[config.mk]
export PLATFORM = sky130hd
export DESIGN_NAME = rr_mux_n_reg
export DESIGN_NICKNAME = d
export VERILOG_FILES = /design/src/rtl/rr_mux_n_reg.sv
export SDC_FILE = /design/constraint.sdc
export NUM_CORES = 1
export LEC_CHECK = 0
export CORE_MARGIN = 3
export CORE_UTILIZATION = 41
export CTS_BUF_LIST = sky130_fd_sc_hd__clkbuf_2
export CTS_CLUSTER_SIZE = 30
export DETAILED_ROUTE_END_ITERATION = 8
export PLACE_DENSITY = 0.84
export SLEW_MARGIN = 5
export SYNTH_ARGS = -nofsm -noshare
export SYNTH_HDL_FRONTEND = slang
export SYNTH_SLANG_ARGS = --single-unit
[constraint.sdc]
create_clock -name clk -period 3.69 [get_ports clk]
set_clock_uncertainty 0.05 [all_clocks]
set_input_delay 1.107 -clock clk [delete_from_list [all_inputs] [get_ports clk]]
set_output_delay 1.107 -clock clk [all_outputs]
set_load 0.01 [all_outputs]
[src/rtl/rr_mux_n_reg.sv]
// rr_mux_n_reg: N-way arbitrated mux into a single registered output stage.
// Round-robin or fixed-priority grant, one beat per cycle, back-pressure aware.
module rr_mux_n_reg #(
  parameter int unsigned WIDTH = 64,
  parameter int unsigned N     = 4,
  parameter int unsigned SELW  = $clog2(N)
) (
  input  logic             clk,
  input  logic             reset,
  input  logic [WIDTH-1:0] in_data [0:N-1],
  input  logic [N-1:0]     in_valid,
  output logic [N-1:0]     in_ready,
  input  logic             mode,
  output logic [WIDTH-1:0] out_data,
  output logic [SELW-1:0]  out_sel,
  output logic             out_valid,
  input  logic             out_ready
);

  localparam int unsigned SW1 = SELW + 1;

  logic [SELW-1:0] ptr;
  logic [SELW-1:0] start_idx;
  logic [SELW-1:0] scan_idx;
  logic [SW1-1:0]  scan_sum;
  logic [SELW-1:0] grant_idx;
  logic            grant_any;
  logic            accept;
  logic            transfer;

  // Output register can take a new beat when empty or being drained this cycle.
  assign accept   = !out_valid || out_ready;
  assign transfer = accept && grant_any && !reset;

  // Scan requests starting at ptr (round-robin) or at 0 (fixed priority); first hit wins.
  always_comb begin
    grant_any = 1'b0;
    grant_idx = '0;
    scan_sum  = '0;
    scan_idx  = '0;
    start_idx = mode ? '0 : ptr;
    for (int k = 0; k < int'(N); k++) begin
      scan_sum = {1'b0, start_idx} + SW1'(k);
      if (scan_sum >= SW1'(N)) begin
        scan_sum = scan_sum - SW1'(N);
      end
      scan_idx = scan_sum[SELW-1:0];
      if (!grant_any && in_valid[scan_idx]) begin
        grant_any = 1'b1;
        grant_idx = scan_idx;
      end
    end
  end

  // One-hot ready toward the granted channel only, suppressed during reset.
  always_comb begin
    in_ready = '0;
    for (int i = 0; i < int'(N); i++) begin
      in_ready[i] = transfer && (grant_idx == SELW'(i));
    end
  end

  // Output register and round-robin pointer; drain and fill may coincide.
  always_ff @(posedge clk) begin
    if (reset) begin
      out_valid <= 1'b0;
      out_data  <= '0;
      out_sel   <= '0;
      ptr       <= '0;
    end else if (transfer) begin
      out_valid <= 1'b1;
      out_data  <= in_data[grant_idx];
      out_sel   <= grant_idx;
      if (!mode) begin
        ptr <= (grant_idx == SELW'(N - 1)) ? '0 : grant_idx + SELW'(1);
      end
    end else if (out_valid && out_ready) begin
      out_valid <= 1'b0;
    end
  end

endmodule

==> flow_metrics.py <==
metrics = {
    "global_route": {
        "grt_remaining_overflow": 0,
        "grt_pass1_vias": 8260,
        "grtUsageTotal_pct": 33.72,
        "grt_pass1_wl_um": 45420,
        "antenna_found_initial": 1,
        "grt_max_degree": 69,
    },
    "timing": {
        "min_period_ns": 3.656,
        "relSlewSlack_pct": 42.25,
        "max_freq_mhz": 273.5,
        "setup-violations-final": 0,
        "slew_viol_final": 0,
        "finalCritPeriodShare_pct": 99.08,
        "worstMarginPinSlew_ns": 0.8662,
        "rsz0062_at_grt": "yes",
        "whs_ns": 0.4556,
        "finalHoldViolations": 0,
    },
    "final_layout": {
        "final_common_cell": "clkdlybuf4s50_1",
        "syn_to_final_growth_pct": 62.08,
        "fin_nets": 1444,
        "multi_input_area_mm2": 0.004410,
        "fin_cells": 1369,
        "drive_above_1_share_pct": 11.73,
        "diodes": 0,
        "regArea_mm2": 0.001384,
        "mostFrequentLayoutCells": "324 x clkdlybuf4s50_1, 128 x nand3_1, 112 x a21oi_1",
        "num-fill-cells": 1271,
    },
    "power": {
        "p_leak_nw": 3.411,
        "ir_worst_vdd_mv": 0.1963,
        "power_density_mw_per_mm2": 275.3,
    },
    "clock_tree": {
        "root_buffer": "clkbuf_2",
        "clk_latency_ns": 0.57,
        "clockBufferDepth": 2,
        "numCtsBuffers": 9,
        "clkSlewWorstSetupHoldPaths_ns": 0.22,
        "htreeDepth": 3,
        "cts_tree": "done",
        "holdBufCountCts": 0,
        "cts.sinks": 69,
    },
    "worst_setup_path": {
        "crit_fanout": 4,
        "start_kind": "input pin",
        "worstRegToRegCells": 8,
        "required_ns": 2.53,
        "cp_slowest_cell": "a211o_4",
        "worstPathCellList": "dlygate4sd2_1 > a211o_4 > a211o_4 > a21oi_4 > nor2_1 > buf_2",
        "r2r-end": "out_data[47]",
        "reg2reg_setup_slack_ns": 0.51,
        "crit_type": "in2out",
        "cp-end-kind": "primary output",
        "critPathBufInv": 2,
        "cp.depth": 6,
        "cp_top_family": "compound AO/OA/AOI/OAI gates",
        "r2r-start": "ptr[1]",
        "path_common_cell": "a211o_4",
        "slowest_delay_ns": 0.39,
        "worstPathArrival_ns": 2.50,
    },
    "drt": {
        "wl_um": 30080,
        "num_vias": 8894,
        "via_per_inst": 6.497,
        "dr.pass1.iters": 7,
        "wire_per_inst_um": 21.97,
        "drcViolationCount": 0,
        "drtIter0Drc": 1117,
        "drtAntennaViolNets": 0,
    },
    "synthesis": {
        "yosysSeqAreaShare_pct": 22.20,
        "yosys_warnings": 0,
        "ys_ff_latch": 69,
        "synth_edf_count": 0,
        "synth_cell_types": 48,
        "synth_fp_nets": 1160,
        "syn_inst": 896,
        "async_reset_ff_share_pct": 0,
        "synth.avg_cell_area_um2": 6.946,
        "netlist_area_mm2": 0.006223,
        "ys.flop_type": "dfxtp_1",
    },
    "placement": {
        "gp_congestion": 0.9023,
        "place.port_buffers": 334,
        "dp_hpwl_um": 19890,
        "dp_cells": 1353,
    },
    "worst_hold_path": {
        "min_from": "out_sel[1]",
        "hold_class": "reg2reg",
        "hold_path_depth": 2,
        "whs_endpoint": "out_sel[1]",
    },
    "floorplanning": {
        "core_area_mm2": 0.01470,
        "row_count": 44,
        "die_area_mm2": 0.01669,
        "die_w_um": 129.2,
        "ioPinCount": 335,
        "start_util_pct": 42.34,
        "die_h_um": 129.2,
    },
    "flow_run": {
        "max_cap_violations": 0,
    },
    "status": {
        "status": "finished clean",
    },
}
-- final cells by class --
type	instances	share of cell area, %
inverter	2	0.07442
clock inverter	5	0.9799
sequential	69	13.72
timing repair buffer	395	38.68
clock buffer	11	0.5458
tap	184	2.282
multi-input combinational	703	43.72
-- logic make-up after synthesis --
logic type                count (synthesis)  share of synthesized area (%)
AOI/OAI and AO/OA                       364                          40.77
xor gates and xnor gates                  1                         0.1408
buffers and inverters                   124                          9.308
DFF                                      69                          22.20
muxes                                     2                         0.3217
and+or+nand+nor                         336                          27.26
-- how the worst max path moves through the flow --
stage,startpoint,endpoint,slack (ns)
floorplan,mode,in_ready[1],0.007
global placement,mode,in_ready[3],-0.61
detailed placement,mode,in_ready[3],-0.66
CTS,in_valid[1],in_ready[2],0.02
global route,in_valid[1],in_ready[0],-0.006
finish,in_valid[0],in_ready[0],0.03
-- synth_stat cells (all sizes together) (21+ instances only) --
cell	n	share of area (%)
and3	44	4.4
dfxtp	69	22
nor3	48	4.1
a31oi	44	4.4
nand3	128	10
clkbuf	65	3.9
o211ai	21	2.5
nand2	70	4.3
buf	57	5.3
o21ai	45	3.6
a41oi	64	10
a21oi	135	12
-- layer usage --
metal	vias to the layer above	global-route usage, %	part of all wire, %
li1	4066	-	-
met1	4096	42.75	38
met2	623	54.66	46
met3	107	8.986	11
met4	2	13.28	4.8
met5	-	0	0.043
-- power breakdown --
group / internal (W) / switching, W / total (W)
Combinational: 0.000645 / 0.000654 / 0.00130
Clock: 0.000294 / 0.000314 / 0.000609
Sequential: 0.000822 / 0.0000468 / 0.000869
-- worst register-to-register path: stages, from the launching register on --
cell and delay [ns]:
dfxtp_2 0.53, or3b_1 0.43, a21oi_4 0.22, a211o_4 0.14, buf_4 0.44, buf_4 0.69, and3_1 0.32, o21ai_1 0.07
a31oi_1 0.19
-- state kept, by name (all words and copies together) (netlist names) --
name / cells
out_data: 64
out_sel: 2
ptr: 2
out_valid: 1
-- through the flow --
| stage | setup slack (ns) | TNS (ns) | cell area, um^2 | util (%) | total power, W |
|---|---|---|---|---|---|
| 6_report | 0.03402 | 0 | 10090 | 68.62 | 0.002777 |
| 5_1_grt | -0.005753 | -0.009835 | 10090 | 68.62 | 0.002896 |
| 4_1_cts | 0.02110 | 0 | 10080 | 68.56 | 0.002764 |
| 3_5_place_dp | -0.6627 | -19.22 | 9898 | 67.34 | 0.002147 |
| 3_3_place_gp | -0.6084 | -17.06 | 9898 | 67.34 | 0.002134 |
| 2_1_floorplan | 0.007006 | 0 | 6248 | - | 0.001488 |
-- what timing repair did --
| action | 4_1_cts | 5_1_grt |
|---|---|---|
| buffers inserted | 1 | 0 |
| pin swaps | 10 | 1 |
| endpoints found under the setup margin | 4 | 3 |
| gates resized for setup | 32 | 4 |
Note: power is estimated with default switching activity, not from simulation.
